--- src/rtl/dice_score_keeper.sv ---
// N-player dice roll and score engine: synchronised roll keys sample free-running die
// counters into saturating scores, with target detection, winner/tie and optional turns.
module dice_score_keeper #(
  parameter int NUM_PLAYERS = 2,
  parameter int SCORE_W     = 8,
  parameter int TARGET      = 100,
  parameter int DIE_FACES   = 6,
  parameter int TURN_MODE   = 0,
  localparam int PW         = (NUM_PLAYERS > 2) ? $clog2(NUM_PLAYERS) : 1
) (
  input  logic                           clk,
  input  logic                           reset,
  input  logic                           start_n,
  input  logic [NUM_PLAYERS-1:0]         roll_n,
  output logic [3*NUM_PLAYERS-1:0]       face,
  output logic [NUM_PLAYERS-1:0]         face_valid,
  output logic [SCORE_W*NUM_PLAYERS-1:0] scores,
  output logic [PW-1:0]                  turn,
  output logic [NUM_PLAYERS-1:0]         illegal_roll,
  output logic                           game_over,
  output logic [PW-1:0]                  winner,
  output logic                           tie
);

  typedef enum logic [1:0] {IDLE = 2'd0, PLAY = 2'd1, DONE = 2'd2} state_t;

  localparam int                 SW1         = SCORE_W + 1;
  localparam logic [SCORE_W-1:0] TARGET_V    = SCORE_W'(TARGET);
  localparam logic [SCORE_W-1:0] SAT_MAX     = {SCORE_W{1'b1}};
  localparam logic [2:0]         FACE_MAX    = 3'(DIE_FACES);
  localparam logic [PW-1:0]      LAST_PLAYER = PW'(NUM_PLAYERS - 1);

  state_t                         state_r, state_nxt_s;
  logic                           start_sync1_r, start_sync2_r, start_dly_r, start_press_s;
  logic [NUM_PLAYERS-1:0]         roll_sync1_r, roll_sync2_r, roll_dly_r, roll_press_s;
  logic [NUM_PLAYERS-1:0][2:0]    die_r;
  logic [3*NUM_PLAYERS-1:0]       face_r, face_nxt_s;
  logic [NUM_PLAYERS-1:0]         face_valid_r, face_valid_nxt_s;
  logic [SCORE_W*NUM_PLAYERS-1:0] scores_r, scores_nxt_s;
  logic [PW-1:0]                  turn_r, turn_nxt_s;
  logic [NUM_PLAYERS-1:0]         illegal_r, illegal_nxt_s;
  logic                           game_over_r, game_over_nxt_s;
  logic [PW-1:0]                  winner_r, winner_nxt_s;
  logic                           tie_r, tie_nxt_s;
  logic [NUM_PLAYERS-1:0]         accept_s, hit_s;
  logic [SCORE_W:0]               sum_s;
  logic [SCORE_W-1:0]             sat_s;
  logic [3:0]                     hit_cnt_s;
  logic [PW-1:0]                  win_sel_s;

  // A press is the synchronised falling edge; holding the key gives only one.
  assign start_press_s = start_dly_r & ~start_sync2_r;
  assign roll_press_s  = roll_dly_r & ~roll_sync2_r;

  // Two-flop synchronisers plus edge-detect delay, idling at the released level
  always_ff @(posedge clk or negedge reset) begin
    if (!reset) begin
      start_sync1_r <= 1'b1;
      start_sync2_r <= 1'b1;
      start_dly_r   <= 1'b1;
      roll_sync1_r  <= '1;
      roll_sync2_r  <= '1;
      roll_dly_r    <= '1;
    end else begin
      start_sync1_r <= start_n;
      start_sync2_r <= start_sync1_r;
      start_dly_r   <= start_sync2_r;
      roll_sync1_r  <= roll_n;
      roll_sync2_r  <= roll_sync1_r;
      roll_dly_r    <= roll_sync2_r;
    end
  end

  // Free-running per-player die counters cycling 1..DIE_FACES
  always_ff @(posedge clk or negedge reset) begin
    if (!reset) begin
      die_r <= {NUM_PLAYERS{3'd1}};
    end else begin
      for (int i = 0; i < NUM_PLAYERS; i++) begin
        die_r[i] <= (die_r[i] == FACE_MAX) ? 3'd1 : die_r[i] + 3'd1;
      end
    end
  end

  // Next-state and next-output logic for the game FSM
  always_comb begin
    state_nxt_s      = state_r;
    face_nxt_s       = face_r;
    face_valid_nxt_s = '0;
    scores_nxt_s     = scores_r;
    turn_nxt_s       = turn_r;
    illegal_nxt_s    = '0;
    game_over_nxt_s  = game_over_r;
    winner_nxt_s     = winner_r;
    tie_nxt_s        = tie_r;
    accept_s         = '0;
    hit_s            = '0;
    sum_s            = '0;
    sat_s            = '0;
    hit_cnt_s        = 4'd0;
    win_sel_s        = '0;
    if (start_press_s) begin
      // A start press always opens a fresh game; a roll in the same cycle is dropped.
      state_nxt_s     = PLAY;
      face_nxt_s      = '0;
      scores_nxt_s    = '0;
      turn_nxt_s      = '0;
      game_over_nxt_s = 1'b0;
      winner_nxt_s    = '0;
      tie_nxt_s       = 1'b0;
    end else begin
      case (state_r)
        IDLE: state_nxt_s = IDLE;
        PLAY: begin
          for (int i = 0; i < NUM_PLAYERS; i++) begin
            accept_s[i]      = roll_press_s[i] & ((TURN_MODE == 0) | (turn_r == PW'(i)));
            illegal_nxt_s[i] = roll_press_s[i] & ~accept_s[i];
            sum_s = {1'b0, scores_r[SCORE_W*i +: SCORE_W]} + SW1'(die_r[i]);
            sat_s = sum_s[SCORE_W] ? SAT_MAX : sum_s[SCORE_W-1:0];
            face_nxt_s[3*i +: 3] = accept_s[i] ? die_r[i] : face_r[3*i +: 3];
            scores_nxt_s[SCORE_W*i +: SCORE_W] =
              accept_s[i] ? sat_s : scores_r[SCORE_W*i +: SCORE_W];
            hit_s[i] = accept_s[i] & (sat_s >= TARGET_V);
          end
          face_valid_nxt_s = accept_s;
          for (int i = NUM_PLAYERS - 1; i >= 0; i--) begin
            win_sel_s = hit_s[i] ? PW'(i) : win_sel_s;
            hit_cnt_s = hit_cnt_s + {3'd0, hit_s[i]};
          end
          if ((TURN_MODE != 0) && (|accept_s)) begin
            turn_nxt_s = (turn_r == LAST_PLAYER) ? '0 : turn_r + PW'(1);
          end else begin
            turn_nxt_s = turn_r;
          end
          if (|hit_s) begin
            state_nxt_s     = DONE;
            game_over_nxt_s = 1'b1;
            winner_nxt_s    = win_sel_s;
            tie_nxt_s       = (hit_cnt_s > 4'd1);
          end else begin
            state_nxt_s = PLAY;
          end
        end
        DONE:    state_nxt_s = DONE;
        default: state_nxt_s = IDLE;
      endcase
    end
  end

  // State and registered outputs
  always_ff @(posedge clk or negedge reset) begin
    if (!reset) begin
      state_r      <= IDLE;
      face_r       <= '0;
      face_valid_r <= '0;
      scores_r     <= '0;
      turn_r       <= '0;
      illegal_r    <= '0;
      game_over_r  <= 1'b0;
      winner_r     <= '0;
      tie_r        <= 1'b0;
    end else begin
      state_r      <= state_nxt_s;
      face_r       <= face_nxt_s;
      face_valid_r <= face_valid_nxt_s;
      scores_r     <= scores_nxt_s;
      turn_r       <= turn_nxt_s;
      illegal_r    <= illegal_nxt_s;
      game_over_r  <= game_over_nxt_s;
      winner_r     <= winner_nxt_s;
      tie_r        <= tie_nxt_s;
    end
  end

  assign face         = face_r;
  assign face_valid   = face_valid_r;
  assign scores       = scores_r;
  assign turn         = turn_r;
  assign illegal_roll = illegal_r;
  assign game_over    = game_over_r;
  assign winner       = winner_r;
  assign tie          = tie_r;

endmodule

--- config.mk ---
export PLATFORM = sky130hd
export DESIGN_NAME = dice_score_keeper
export DESIGN_NICKNAME = d
export VERILOG_FILES = /design/src/rtl/dice_score_keeper.sv
export SDC_FILE = /design/constraint.sdc
export NUM_CORES = 1
export LEC_CHECK = 0
export CAP_MARGIN = 20
export CELL_PAD_IN_SITES_DETAIL_PLACEMENT = 0
export CELL_PAD_IN_SITES_GLOBAL_PLACEMENT = 1
export CORE_MARGIN = 2
export CORE_UTILIZATION = 35
export CTS_BUF_LIST = sky130_fd_sc_hd__clkbuf_8
export CTS_CLUSTER_SIZE = 14
export DETAILED_ROUTE_END_ITERATION = 8
export GPL_ROUTABILITY_DRIVEN = 0
export PLACE_DENSITY_LB_ADDON = 0.15
export SYNTH_ARGS = -nofsm -noshare
export SYNTH_HDL_FRONTEND = slang
export SYNTH_SLANG_ARGS = --single-unit
--- constraint.sdc ---
create_clock -name clk -period 6.5 [get_ports clk]
set_clock_uncertainty 0.2 [all_clocks]
set_input_delay 1.625 -clock clk [delete_from_list [all_inputs] [get_ports clk]]
set_output_delay 1.625 -clock clk [all_outputs]
set_load 0.1 [all_outputs]
==> results.txt <==
The run finished with clean final reports. The wire length of the first global-routing pass is 8.56 mm. For this design the top-level I/O count stands at 35. Based on the critical path, the design can be clocked at up to 266 MHz. CTS placed an instance of sky130_fd_sc_hd__clkbuf_8 at the clock tree root. Measured along the x axis, the die boundary spans 85.0 µm.

The cell area that synthesis handed to floorplanning was 0.00229 mm². The number of standard cells after synthesis is 224, and the average size of a mapped cell is 10.2 µm². Among all flip-flop cells after synthesis, the most frequent one is sky130_fd_sc_hd__dfrtp_1. Along the worst path, the maximum fanout reaches 7.

Once the clock tree was built, the setup fixing pass inserted 0 buffers. Summing over every cut layer, the via total after detailed routing is 1758. The register clock-pin slew on the reported worst setup and hold paths is 0.09 ns, and the average vias per placed instance is 5.26. For the number of hold-slack violations in the final timing report, the log shows 0. The floorplan has 29 rows. The run gives 1697 as the via count of the first global-routing pass.

The synthesized design contains 0 enable-type register cells. The relative max-transition margin is 34.1%, and the port buffer count is 31. The slowest stage of the critical path is the sky130_fd_sc_hd__clkdlybuf4s50_1 cell. The fraction of synthesized cell area taken by the top area cell type came out at 36.0%. TritonCTS built the clock tree.

After layout, the design draws a total of 709 µW. Data on the critical path is required at its endpoint by 4.68 ns. The first detailed-routing pass ran for 6 iterations. Of the cells placed in the final design, the portion with a size suffix greater than 1 is 15.2%. In this run, post-CTS hold repair placed 0 buffers. The run gives 44 as the clock net sink count.

For the total die area, the log shows 0.00722 mm². The routed wire length per instance was 15.2 µm. At the worst endpoint, the arrival time is 1.94 ns. The path class of the tightest hold or removal check is flip-flop to flip-flop.

The critical path goes through clkdlybuf4s50_1. The region available for standard cell placement spans 0.00635 mm². Detailed placer's ending HPWL: 3.47 mm. The max-slew violation count is 0. Maximum number of pins on one net before global-route repair: 45.

Setup repair after global routing left no endpoint under its margin. The height of the die is 85.0 µm, and the count of nets after finishing is 271. Once layout is complete, the utilization of the core stands at 43.8%. Cell type group with the largest total delay on the critical path: buffers and inverters.

Across every metal layer, demand over resource in global routing totals 14.8%. The accumulated negative setup slack came out at 0 ns. STA classifies the critical path startpoint as a flip-flop.

No sink is reached through more buffers than the 2 on the longest clock path. For this run, the slowest stage of the critical path takes 1.18 ns. The tools report the leakage dissipation as 1.17 nW. For this run the aggregate overflow at the end of global routing stands at 0. The logs give 5 for the TritonCTS buffer count and 0 for the number of antenna-violating nets in the routed design. The detailed router finished its first iteration with 111 violations.

The signed area change from the synthesized netlist to the final layout was 21.4%; the peak supply drop was 117 µV. Sorting the synthesized cells by area gives the leading types as sky130_fd_sc_hd__dfrtp_1 (36%), sky130_fd_sc_hd__dfstp_2 (13%), sky130_fd_sc_hd__nand2_1 (4.9%), sky130_fd_sc_hd__ha_1 (4.4%), sky130_fd_sc_hd__a21oi_1 (3.7%). The antenna diode count is 0. The critical path is of the flip-flop to output pin type.

The synthesized design contains 44 register bits. Wires add up to 5.06 mm. The logs give 0.00266 mm² for the placed instance area and 2 for the count of H-tree levels built during CTS. For this run, design rule violations remaining after detail routing come to 0. For the worst-skew pair, the clock arrives at the later sink with an insertion delay of 0.30 ns. Distinct cell type count after synthesis: 55.

For the max-cap violation count, the log shows 0. At the pin with the least slew margin, the transition time is 0.985 ns. The worst path in the final design needs a cycle of 3.76 ns, including I/O delays and setup. The kind of end point of the critical path is an output pin. The number of gates resized after CTS was 0. The initial antenna violation count is 0, and the power per cell area is 255 mW/mm². The synthesized design spends more area on one cell type than any other, namely sky130_fd_sc_hd__dfrtp_1.

The finished cells cover 0.00278 mm². Critical path buffer and inverter count: 1. Yosys printed 0 warnings.

Of the synthesized area, sequential elements account for 48.6%. Final count of negative-setup-slack endpoints: 0. Final hold analysis gives a worst-case slack of 0.153 ns. For this configuration, the core starts out at a cell density of 36.1%. The final clock period utilization by the worst path is 57.9%. In the synthesized netlist the async set-or-reset flop fraction comes to 100%.
-- cells in the final DEF, fill, tap and decap left out, types with 6 or more instances in the layout --
cell / count
sky130_fd_sc_hd__nor3_1: 8
sky130_fd_sc_hd__clkdlybuf4s50_1: 30
sky130_fd_sc_hd__nand2_1: 30
sky130_fd_sc_hd__dfstp_2: 11
sky130_fd_sc_hd__nor2_1: 15
sky130_fd_sc_hd__inv_1: 9
sky130_fd_sc_hd__o21ai_0: 10
sky130_fd_sc_hd__a211oi_1: 6
sky130_fd_sc_hd__dfrtp_1: 33
sky130_fd_sc_hd__a21oi_1: 17
sky130_fd_sc_hd__ha_1: 8
-- cell type report --
class | count | area (µm²)
repair buffers | 34 | 340
inverters | 8 | 30.0
multi-input cells | 163 | 1090
fillers | 613 | 3570
clock buffers | 5 | 68.8
flip-flops and latches | 44 | 1110
well taps | 77 | 96.3
clock inverters | 3 | 38.8
-- cell usage after synthesis (2+ instances only) --
cell                       instances
sky130_fd_sc_hd__ha_1              8
sky130_fd_sc_hd__o31a_1            2
sky130_fd_sc_hd__o2111a_1          2
sky130_fd_sc_hd__nor2b_1           2
sky130_fd_sc_hd__dfrtp_1          33
sky130_fd_sc_hd__o21a_1            2
sky130_fd_sc_hd__or3_1             2
sky130_fd_sc_hd__and3_1            2
sky130_fd_sc_hd__nand3_1           3
sky130_fd_sc_hd__o221a_2           3
sky130_fd_sc_hd__clkbuf_1          6
sky130_fd_sc_hd__a21oi_1          17
sky130_fd_sc_hd__a21o_1            3
sky130_fd_sc_hd__nand4_1           2
sky130_fd_sc_hd__a31oi_1           4
sky130_fd_sc_hd__inv_1             8
sky130_fd_sc_hd__mux2i_1           4
sky130_fd_sc_hd__a21oi_2           2
sky130_fd_sc_hd__fa_1              2
sky130_fd_sc_hd__a211oi_1          6
sky130_fd_sc_hd__buf_4             3
sky130_fd_sc_hd__xor2_1            2
sky130_fd_sc_hd__nor3_1            8
sky130_fd_sc_hd__nand2b_1          3
sky130_fd_sc_hd__o21ai_0          10
sky130_fd_sc_hd__nor4_1            2
sky130_fd_sc_hd__nor3b_2           2
sky130_fd_sc_hd__nand2_1          30
sky130_fd_sc_hd__nor2_1           15
sky130_fd_sc_hd__dfstp_2          11
-- layer usage --
layer	wire length, µm	share of wire, %	GRT usage (%)
met5	0	0	0
met4	62	1.2	4.76
met3	181	3.6	3.50
met2	2100	42	20.2
met1	2720	54	22.9
-- through the flow --
stage	setup WS (ns)	cells
floorplan	3.41	226
global placement	3.07	325
detailed placement	3.05	325
CTS	2.72	333
global route	2.65	334
finish	2.74	334
-- registers in the layout (all words and copies together), names as in the netlist --
signal,flops
die_r,6
face,6
face_valid,2
game_over,1
roll_dly_r,2
roll_sync1_r,2
roll_sync2_r,2
scores,16
start_dly_r,1
start_sync1_r,1
start_sync2_r,1
state_r,2
tie,1
winner,1
-- cell families after synthesis --
kind of cell	share of synthesized area, %
DFF	48.6
AOI/OAI and AO/OA	19.7
muxes	2.35
buffers and inverters	3.98
xor gates and xnor gates	1.15
adders and majority gates	6.11
other	0.164
and+or+nand+nor	17.9
-- final timing paths --
check                                start              end  slack (ns)  cells after the start
setup / recovery                 scores[7]        scores[7]        2.74                      1
hold / removal             roll_sync1_r[1]  roll_sync2_r[1]        0.15                      0
setup reg to reg                 scores[0]       state_r[0]        3.53                      8
hold reg to reg            roll_sync1_r[1]  roll_sync2_r[1]        0.15                      0
max in group asynchronous            reset         die_r[0]        4.60                      2
min in group asynchronous            reset       scores[14]        0.97                      1
-- report_power, final --
group	leakage, nW	switching, mW	internal [mW]
Combinational	0.561	0.148	0.0458
Sequential	0.554	0.0145	0.291
Clock	0.0593	0.0962	0.113
Total	1.17	0.259	0.450
Note: power is estimated with default switching activity, not from simulation.
